--- config.mk ---
export PLATFORM = sky130hd
export DESIGN_NAME = fpu_operand_unpack
export DESIGN_NICKNAME = d
export VERILOG_FILES = /design/src/rtl/fpu_pkg.sv /design/src/rtl/fp_classify.sv /design/src/rtl/fpu_operand_unpack.sv
export SDC_FILE = /design/constraint.sdc
export NUM_CORES = 1
export LEC_CHECK = 0
export ABC_CLOCK_PERIOD_IN_PS = 4100
export BUFFER_PORTS_ARGS = -buffer_cell sky130_fd_sc_hd__clkbuf_2
export CORE_ASPECT_RATIO = 1.4
export CORE_MARGIN = 1.5
export CORE_UTILIZATION = 45
export CTS_CLUSTER_DIAMETER = 40
export DETAILED_ROUTE_END_ITERATION = 7
export MAX_ROUTING_LAYER = met4
export PLACE_DENSITY_LB_ADDON = 0.08
export SLEW_MARGIN = 20
export SYNTH_ARGS = -nofsm -noshare
export SYNTH_HDL_FRONTEND = slang
export SYNTH_HIERARCHICAL = 1
export SYNTH_SLANG_ARGS = --single-unit
--- constraint.sdc ---
create_clock -name clk -period 4.1 [get_ports clk]
set_input_delay 0.41 -clock clk [delete_from_list [all_inputs] [get_ports clk]]
set_output_delay 0.41 -clock clk [all_outputs]
set_load 0.05 [all_outputs]
--- src/rtl/fpu_pkg.sv ---
// Shared types and constants for the FP32 add/sub datapath.
// The operand classes and the unpacked operand record are defined here.
package fpu_pkg;

    typedef enum logic [2:0] {
        ZERO    = 3'd0,
        SUBNORM = 3'd1,
        NORMAL  = 3'd2,
        INF     = 3'd3,
        QNAN    = 3'd4,
        SNAN    = 3'd5
    } fp_class_t;

    localparam logic [31:0] POS_INF  = 32'h7F80_0000;
    localparam logic [31:0] NEG_INF  = 32'hFF80_0000;
    localparam logic [31:0] POS_ZERO = 32'h0000_0000;
    localparam logic [31:0] NEG_ZERO = 32'h8000_0000;
    localparam logic [31:0] CAN_NAN  = 32'h7FC0_0000;
    localparam int          EXP_MAX  = 255;
    localparam int          MANT_W   = 23;

    typedef struct packed {
        logic [31:0] a;
        logic [31:0] b;
        logic        op;
        fp_class_t   class_a;
        fp_class_t   class_b;
        logic        exc;
        logic        sign_big;
        logic        eff_sub;
        logic [23:0] mant_big;
        logic [23:0] mant_small;
        logic [7:0]  exp_big;
        logic [4:0]  align_shift;
        logic        swap;
    } unpack_rec_t;

endpackage

--- src/rtl/fp_classify.sv ---
// Per-operand classification: IEEE-754 class, effective exponent and
// 24-bit mantissa with hidden bit. Sign is handled by the caller.
module fp_classify
    import fpu_pkg::*;
(
    input  logic [30:0] mag,
    output fp_class_t   cls,
    output logic [7:0]  eff_exp,
    output logic [23:0] mant
);

    logic [7:0]        e;
    logic [MANT_W-1:0] f;

    assign e = mag[30:23];
    assign f = mag[MANT_W-1:0];

    always_comb begin
        cls = NORMAL;
        if (e == 8'd0) begin
            cls = (f == '0) ? ZERO : SUBNORM;
        end else if (e == 8'(EXP_MAX)) begin
            if (f == '0)
                cls = INF;
            else
                cls = f[MANT_W-1] ? QNAN : SNAN;
        end
    end

    // Subnormals share the minimum normal exponent; only normals carry the hidden one.
    assign eff_exp = (cls == SUBNORM) ? 8'd1 : e;
    assign mant    = {(cls == NORMAL), f};

endmodule

--- src/rtl/fpu_operand_unpack.sv ---
// FP32 add/sub input stage: classifies both operands, orders them by
// magnitude and presents one registered record per accepted pair.
module fpu_operand_unpack
    import fpu_pkg::*;
#(
    parameter bit SKID_EN   = 1'b1,
    parameter int SHIFT_SAT = 26
) (
    input  logic        clk,
    input  logic        rst,
    input  logic        in_valid,
    output logic        in_ready,
    input  logic [31:0] a,
    input  logic [31:0] b,
    input  logic        operation_select,
    output logic        out_valid,
    input  logic        out_ready,
    output logic [31:0] out_a,
    output logic [31:0] out_b,
    output logic        out_op,
    output logic [2:0]  class_a,
    output logic [2:0]  class_b,
    output logic        exception,
    output logic        sign_big,
    output logic        eff_sub,
    output logic [23:0] mant_big,
    output logic [23:0] mant_small,
    output logic [7:0]  exp_big,
    output logic [4:0]  align_shift,
    output logic        swap
);

    typedef enum logic [1:0] {S_EMPTY, S_ONE, S_TWO} skid_state_t;

    localparam logic [7:0] SAT8 = 8'(SHIFT_SAT);

    function automatic logic [4:0] sat_shift(input logic [7:0] d);
        return (d > SAT8) ? SAT8[4:0] : d[4:0];
    endfunction

    function automatic logic is_exc(input fp_class_t c);
        return (c != NORMAL) && (c != SUBNORM);
    endfunction

    fp_class_t   cls_a_p0, cls_b_p0;
    logic [7:0]  exp_a_p0, exp_b_p0, exp_small_p0;
    logic [23:0] mant_a_p0, mant_b_p0;
    unpack_rec_t rec_p0, rec_p1, skid_p1;
    skid_state_t state_q, state_d;
    logic        accept, pop, ld_new, ld_from_skid, ld_skid;

    fp_classify u_cls_a (.mag(a[30:0]), .cls(cls_a_p0), .eff_exp(exp_a_p0), .mant(mant_a_p0));
    fp_classify u_cls_b (.mag(b[30:0]), .cls(cls_b_p0), .eff_exp(exp_b_p0), .mant(mant_b_p0));

    // Stage p0: combinational record from the raw operands.
    always_comb begin
        rec_p0             = '0;
        rec_p0.a           = a;
        rec_p0.b           = b;
        rec_p0.op          = operation_select;
        rec_p0.class_a     = cls_a_p0;
        rec_p0.class_b     = cls_b_p0;
        rec_p0.exc         = is_exc(cls_a_p0) || is_exc(cls_b_p0);
        rec_p0.eff_sub     = a[31] ^ b[31] ^ operation_select;
        rec_p0.swap        = (b[30:0] > a[30:0]);
        rec_p0.sign_big    = rec_p0.swap ? (b[31] ^ operation_select) : a[31];
        rec_p0.exp_big     = rec_p0.swap ? exp_b_p0 : exp_a_p0;
        exp_small_p0       = rec_p0.swap ? exp_a_p0 : exp_b_p0;
        rec_p0.mant_big    = rec_p0.swap ? mant_b_p0 : mant_a_p0;
        rec_p0.mant_small  = rec_p0.swap ? mant_a_p0 : mant_b_p0;
        rec_p0.align_shift = sat_shift(rec_p0.exp_big - exp_small_p0);
    end

    assign out_valid = (state_q != S_EMPTY);
    // With the skid entry, in_ready depends only on registered state.
    assign in_ready  = SKID_EN ? (state_q != S_TWO) : ((state_q == S_EMPTY) || out_ready);
    assign accept    = in_valid && in_ready;
    assign pop       = out_valid && out_ready;

    always_comb begin
        state_d      = state_q;
        ld_new       = 1'b0;
        ld_from_skid = 1'b0;
        ld_skid      = 1'b0;
        case (state_q)
            S_EMPTY: begin
                if (accept) begin
                    ld_new  = 1'b1;
                    state_d = S_ONE;
                end
            end
            S_ONE: begin
                if (accept && pop) begin
                    ld_new = 1'b1;
                end else if (accept) begin
                    ld_skid = 1'b1;
                    state_d = S_TWO;
                end else if (pop) begin
                    state_d = S_EMPTY;
                end
            end
            S_TWO: begin
                if (pop) begin
                    ld_from_skid = 1'b1;
                    state_d      = S_ONE;
                end
            end
            default: state_d = S_EMPTY;
        endcase
    end

    always_ff @(posedge clk) begin
        if (rst)
            state_q <= S_EMPTY;
        else
            state_q <= state_d;
    end

    // Stage p1: output register plus skid entry holding the second record.
    always_ff @(posedge clk) begin
        if (rst) begin
            rec_p1  <= '0;
            skid_p1 <= '0;
        end else begin
            if (ld_new)
                rec_p1 <= rec_p0;
            else if (ld_from_skid)
                rec_p1 <= skid_p1;
            if (ld_skid)
                skid_p1 <= rec_p0;
        end
    end

    assign out_a       = rec_p1.a;
    assign out_b       = rec_p1.b;
    assign out_op      = rec_p1.op;
    assign class_a     = rec_p1.class_a;
    assign class_b     = rec_p1.class_b;
    assign exception   = rec_p1.exc;
    assign sign_big    = rec_p1.sign_big;
    assign eff_sub     = rec_p1.eff_sub;
    assign mant_big    = rec_p1.mant_big;
    assign mant_small  = rec_p1.mant_small;
    assign exp_big     = rec_p1.exp_big;
    assign align_shift = rec_p1.align_shift;
    assign swap        = rec_p1.swap;

endmodule
# After elaboration in Yosys (flattened, before gate mapping)
# Index checks and enable logic that the tools add are counted.
[word_totals]
input_bits = 69
wordCells = 97
out_inout_bits = 138
regBits = 274
[classes]
add_sub_neg = 1
n_mux = 33
n_bitwise = 3
eq_ne = 17
order_cmp = 2
n_reduce_logical = 14
[ops]
columns = ["cell", "n"]
rows = [
  ["$mux W136", 2],
  ["$mux W24", 2],
  ["$logic_not A23 Y1", 2],
  ["$mux W8", 4],
  ["$gt A31 B31 Y1", 1],
  ["$mux W3", 6],
  ["$eq A8 B8 Y1 const B", 2],
  ["$logic_not A8 Y1", 2],
  ["$mux W1", 11],
  ["$mux W2", 5],
  ["$gt A8 B5 Y1 const B", 1],
  ["$ne A2 B2 Y1 const B", 4],
  ["$sub A8 B8 Y8", 1],
  ["$eq A3 B1 Y1 const B", 2],
  ["$eq A3 B2 Y1 const B", 2],
  ["$ne A3 B1 Y1 const B", 2],
  ["$ne A3 B2 Y1 const B", 2],
  ["$pmux W2 S3", 1],
  ["$logic_and A1 B1 Y1", 5],
  ["$mux W5", 1],
  ["$reduce_and A4 Y1", 1],
  ["$reduce_bool A2 Y1", 2],
  ["$ne A3 B3 Y1 const B", 1],
  ["$xor A1 B1 Y1", 3],
  ["other kinds (5)", 5],
]

# Logic depth before layout (Yosys ltp)
[logic_depth]
ltp_word = 11
ltp_mapped = 17
ltp_nobuf = 15

# By module
# Netlist, hierarchy kept.
[by_module_without_submodules]
columns = ["mod", "seq_area_each_um2", "cells_each", "area_per_inst_um2", "instances"]
rows = [
  ["fpu_operand_unpack", 5485.3, 1430, 12708.4, 1],
  ["fp_classify", 0.0, 50, 339.1, 2],
]

# Worst setup path before layout
# OpenSTA, ideal clock, no wires.
[synth_timing]
path_kind = "in2reg"
startpoint = "input port a[22]"
endpoint = "register skid_p1[2] (netlist bit)"
slack_ns = -0.101
cell_stages = 16
setup_ns = 0.120
arrival_ns = 4.081
cell_sequence = "inv_1 > ha_1 > nand4_1 > or4_4 > o31ai_2 > o22ai_1 > nor2_2 > buf_2 > buf_2 > a21oi_1 > ha_1 > o311ai_1 > a2111oi_2 > a311oi_2 > o211ai_2 > o31a_1"
[synth_via]
elab_chain_cells = 10
elab_cells_between_ends = 14
classes_between = "add/sub (1); order compare (2); eq/ne (1); mux (9); reduce/logical (1)"
[synth_rtl]
columns = ["element", "line_no", "text"]
rows = [
  ["start: declaration", "fpu_operand_unpack.sv:13", "input logic [31:0] a,"],
  ["$logic_not A23 Y1 / $mux W1 (equally long branches)", "fp_classify.sv:21, fp_classify.sv:23, fp_classify.sv:26", ""],
  ["$mux W3", "fp_classify.sv:23", "if (f == '0)"],
  ["$mux W3", "fp_classify.sv:22", "end else if (e == 8'(EXP_MAX)) begin"],
  ["$mux W3", "fp_classify.sv:20", "if (e == 8'd0) begin"],
  ["$eq A3 B1 Y1", "fp_classify.sv:31", "assign eff_exp = (cls == SUBNORM) ? 8'd1 : e;"],
  ["$mux W8", "fp_classify.sv:31", ""],
  ["$mux W8 (on tied branches)", "fpu_operand_unpack.sv:67, fpu_operand_unpack.sv:68", ""],
  ["$sub A8 B8 Y8 *", "fpu_operand_unpack.sv:71", "rec_p0.align_shift = sat_shift(rec_p0.exp_big - exp_small_p0);"],
  ["$gt A8 B5 Y1", "fpu_operand_unpack.sv:38", "return (d > SAT8) ? SAT8[4:0] : d[4:0];"],
  ["$mux W5 *", "fpu_operand_unpack.sv:38", ""],
  ["end signal: assignment", "fpu_operand_unpack.sv:130", "skid_p1 <= rec_p0;"],
  ["end: declaration", "fpu_operand_unpack.sv:48", "unpack_rec_t rec_p0, rec_p1, skid_p1;"],
]
# Mark *: on every way between the ends. The rest lies on a longest branch, timed or not.
# A chain may end at the register's enable or synchronous reset.

# Worst setup path in the final report
[layout_timing]
startpoint = "input port a[14]"
endpoint = "register skid_p1[2] (netlist bit)"
[layout_via]
elab_chain_cells = 10
elab_cells_between_ends = 13
classes_between = "add/sub (1); order compare (2); eq/ne (1); mux (8); reduce/logical (1)"
[layout_rtl]
columns = ["element", "line_no"]
rows = [
  ["$logic_not A23 Y1", "fp_classify.sv:21, fp_classify.sv:23"],
  ["$mux W3", "fp_classify.sv:23"],
  ["$mux W3", "fp_classify.sv:22"],
  ["$mux W3", "fp_classify.sv:20"],
  ["$eq A3 B1 Y1", "fp_classify.sv:31"],
  ["$mux W8", "fp_classify.sv:31"],
  ["$mux W8 (on tied branches)", "fpu_operand_unpack.sv:67, fpu_operand_unpack.sv:68"],
  ["$sub A8 B8 Y8 *", "fpu_operand_unpack.sv:71"],
  ["$gt A8 B5 Y1", "fpu_operand_unpack.sv:38"],
  ["$mux W5 *", "fpu_operand_unpack.sv:38"],
]
# Marks and branches as above.

==> out/results.ini <==
[logic_synthesis]
yosysMostFrequentCell = dfxtp_1
synth_top_cell_area_share = 0.410
ys_seq_area_frac = 0.410
synthMuxAreaShare = 0.152
synth_ff_type = dfxtp_1
syn_area_sq_um = 13400
yosys.area.top_type = dfxtp_1
yosys-top-cells-count = 274 x dfxtp_1, 216 x nor2_1, 190 x a211oi_1, 169 x nand2_1, 134 x mux2i_1
synthXorXnorAreaFrac = 0.00916
ys_warn_count = 6
ys_top_cells_by_area = dfxtp_1 41%, a211oi_1 11%, mux2i_1 10%
async_flop_share = 0
synth_compound_area_frac = 0.172
avgSynthCellArea_sq_um = 8.75
synthDistinctLibCells = 64
ys_ff_latch = 274
syn-num-nets = 1631
synth_simple_gate_area_frac = 0.149
synth_cells = 1530
synth_edf_count = 0
synthAdderAreaFrac = 0.0322
synth_top_family_by_area = compound AO/OA/AOI/OAI gates

[clock_network]
cts_tree = done
numCtsBuffers = 35
clk_pin_slew_ps = 60
post_cts_buffers = 0
post_cts_resized = 0
h-tree-depth = 2
root_buffer = clkbuf_16
clock_sink_count = 274
clock_path_buffers = 3
hold_buffers = 0
worstSkewPairLatency_ps = 530

[die]
initial_core_util = 0.458
die-area_sq_um = 30800
die_width_microns = 149
row_count = 74
die_h_microns = 207
coreArea_sq_um = 29300
ios = 207

[power_and_ir_drop]
leakagePower_nw = 7.03
ir_worst_vdd_mv = 0.316
powerDensity_nw_per_um2 = 479

[routing]
routedWlPerCell_microns = 19.2
drt_iter0_drc = 699
postRouteAntennaNets = 0
via_count = 11300
dr.pass1.iters = 7
wirelength_microns = 39800
post-route-drc-count = 0
routed_via_density = 5.44

[min_path]
min_from = out_ready
hp-class = input port to flip-flop

[sta]
min_period_ps = 3710
max_slew_margin = 0.294
slew_violations = 0
period_share = 0.905
hold_viol_final = 0
skew_ps = 20.3
worst-slew-pin-transition_ps = 1060
rsz0062_at_grt = no
clock.fmax_mhz = 269
setup_viol = 0

[worst_setup_path]
r2r-start = state_q[1]
crit_required_ps = 4500
path_max_fanout = 6
start_kind = input port
worst_setup_path_end_kind = flip-flop
arrival_ps = 4120
crit_path_start = a[14]
worst-setup-path-type = input port to flip-flop

[global_routing]
grt_max_degree = 163
grt-ovfl-total = 0
grt_pass1_wl_microns = 61600
grt_pass1_vias = 10500
antenna_found_initial = 1
grt_usage = 0.264

[layout]
area_growth_pct = 18.4
postLayoutCellArea_sq_um = 15900
drive_above_1_share = 0.255
final_core_util = 0.542
fill_cells = 2801
multiInputGateArea_sq_um = 6910
final_net_count = 1772
seqCellArea_sq_um = 5490

[run]
max-cap-violations = 0

[placed_design]
place_hpwl_microns = 27600
portBuffers = 206
dpl_cell_area_sq_um = 14700
place_congestion = 0.902

[status]
status = completed

-- cell families after synthesis --
family | Yosys count
and+or+nand+nor | 465
adders and majority gates | 35
buffers and inverters | 212
AOI/OAI and AO/OA | 335
DFF | 274
muxes | 195
xor gates and xnor gates | 14
-- flip-flops by register name, indices dropped and copies added, names as in the netlist, 2 cells and up --
name	count
align_shift	5
class_a	3
class_b	3
exp_big	8
mant_big	24
mant_small	24
out_a	32
out_b	32
skid_p1	136
state_q	2
-- final cells by class --
class	count	area share
Clock buffer	45	0.0621
Timing Repair Buffer	279	0.104
Multi-Input combinational cell	1044	0.436
Tap cell	380	0.0300
Clock inverter	15	0.0127
Antenna cell	1	0.000158
Sequential cell	274	0.346
Inverter	37	0.00876
-- routing by layer --
metal  global-route usage  vias to the layer above  share of wire
li1                     -                     5623              -
met1                0.357                     5297           0.46
met2                0.391                      310           0.45
met3               0.0555                       56          0.059
met4               0.0836                        0          0.026
met5                    -                        -              0
-- worst paths after layout --
kind	to	slack (ps)	depth (start not counted)
worst min register to register	skid_p1[109]	450	2
worst max register to register	skid_p1[5]	1690	5
worst max-delay path	skid_p1[2]	390	16
worst min-delay path	state_q[1]	160	2
-- per-stage QoR --
step           instances  setup TNS (ps)  setup WS [ps]  hold WS (ps)  total power (W)
6_report            2075               0            389           164          0.00759
5_1_grt             2075               0            125           152          0.00788
4_1_cts             2074               0            422           138          0.00765
3_5_place_dp        2014            -207           -116           446          0.00451
3_3_place_gp        2014           -48.1          -41.6           442          0.00450
2_1_floorplan       1530               0           19.9           436          0.00408
-- worst max-delay path, cell delays in order --
cell       delay (ps)
clkbuf_2           90
inv_1              40
ha_1              350
nand3_1           170
or3_1             430
o21bai_1          240
a211oi_1          600
nor2_4             70
nor2_1            120
a21oi_1            50
ha_1              230
o311ai_2          360
a2111oi_2         130
a311oi_2          310
o211ai_2          210
o31a_1            310
-- where the power goes --
part | internal (W) | switching, W
sequential | 0.00283 | 0.0000962
clock | 0.00191 | 0.00122
combinational | 0.000470 | 0.00106
total | 0.00521 | 0.00238
-- cells in the final DEF (no fill, tap or decap), types with 4 or more instances in the layout --
cell type and count:
mux2_2 61, mux2i_1 134, nand4_1 11, clkbuf_2 205, nor2_1 216, and2_4 4, or4_4 5, a211oi_1 190
a21oi_1 97, clkbuf_1 4, xnor2_1 11, nand3_1 6, clkbuf_8 6, ha_1 32, dfxtp_1 274, buf_4 68
nand2_1 165, o21ai_0 11, buf_12 5, or2b_2 4, clkbuf_16 36, nor4_1 11, inv_1 37, nor3_1 9
nor2b_1 7, nand2b_1 8
Power figures use the tool's default switching activity.
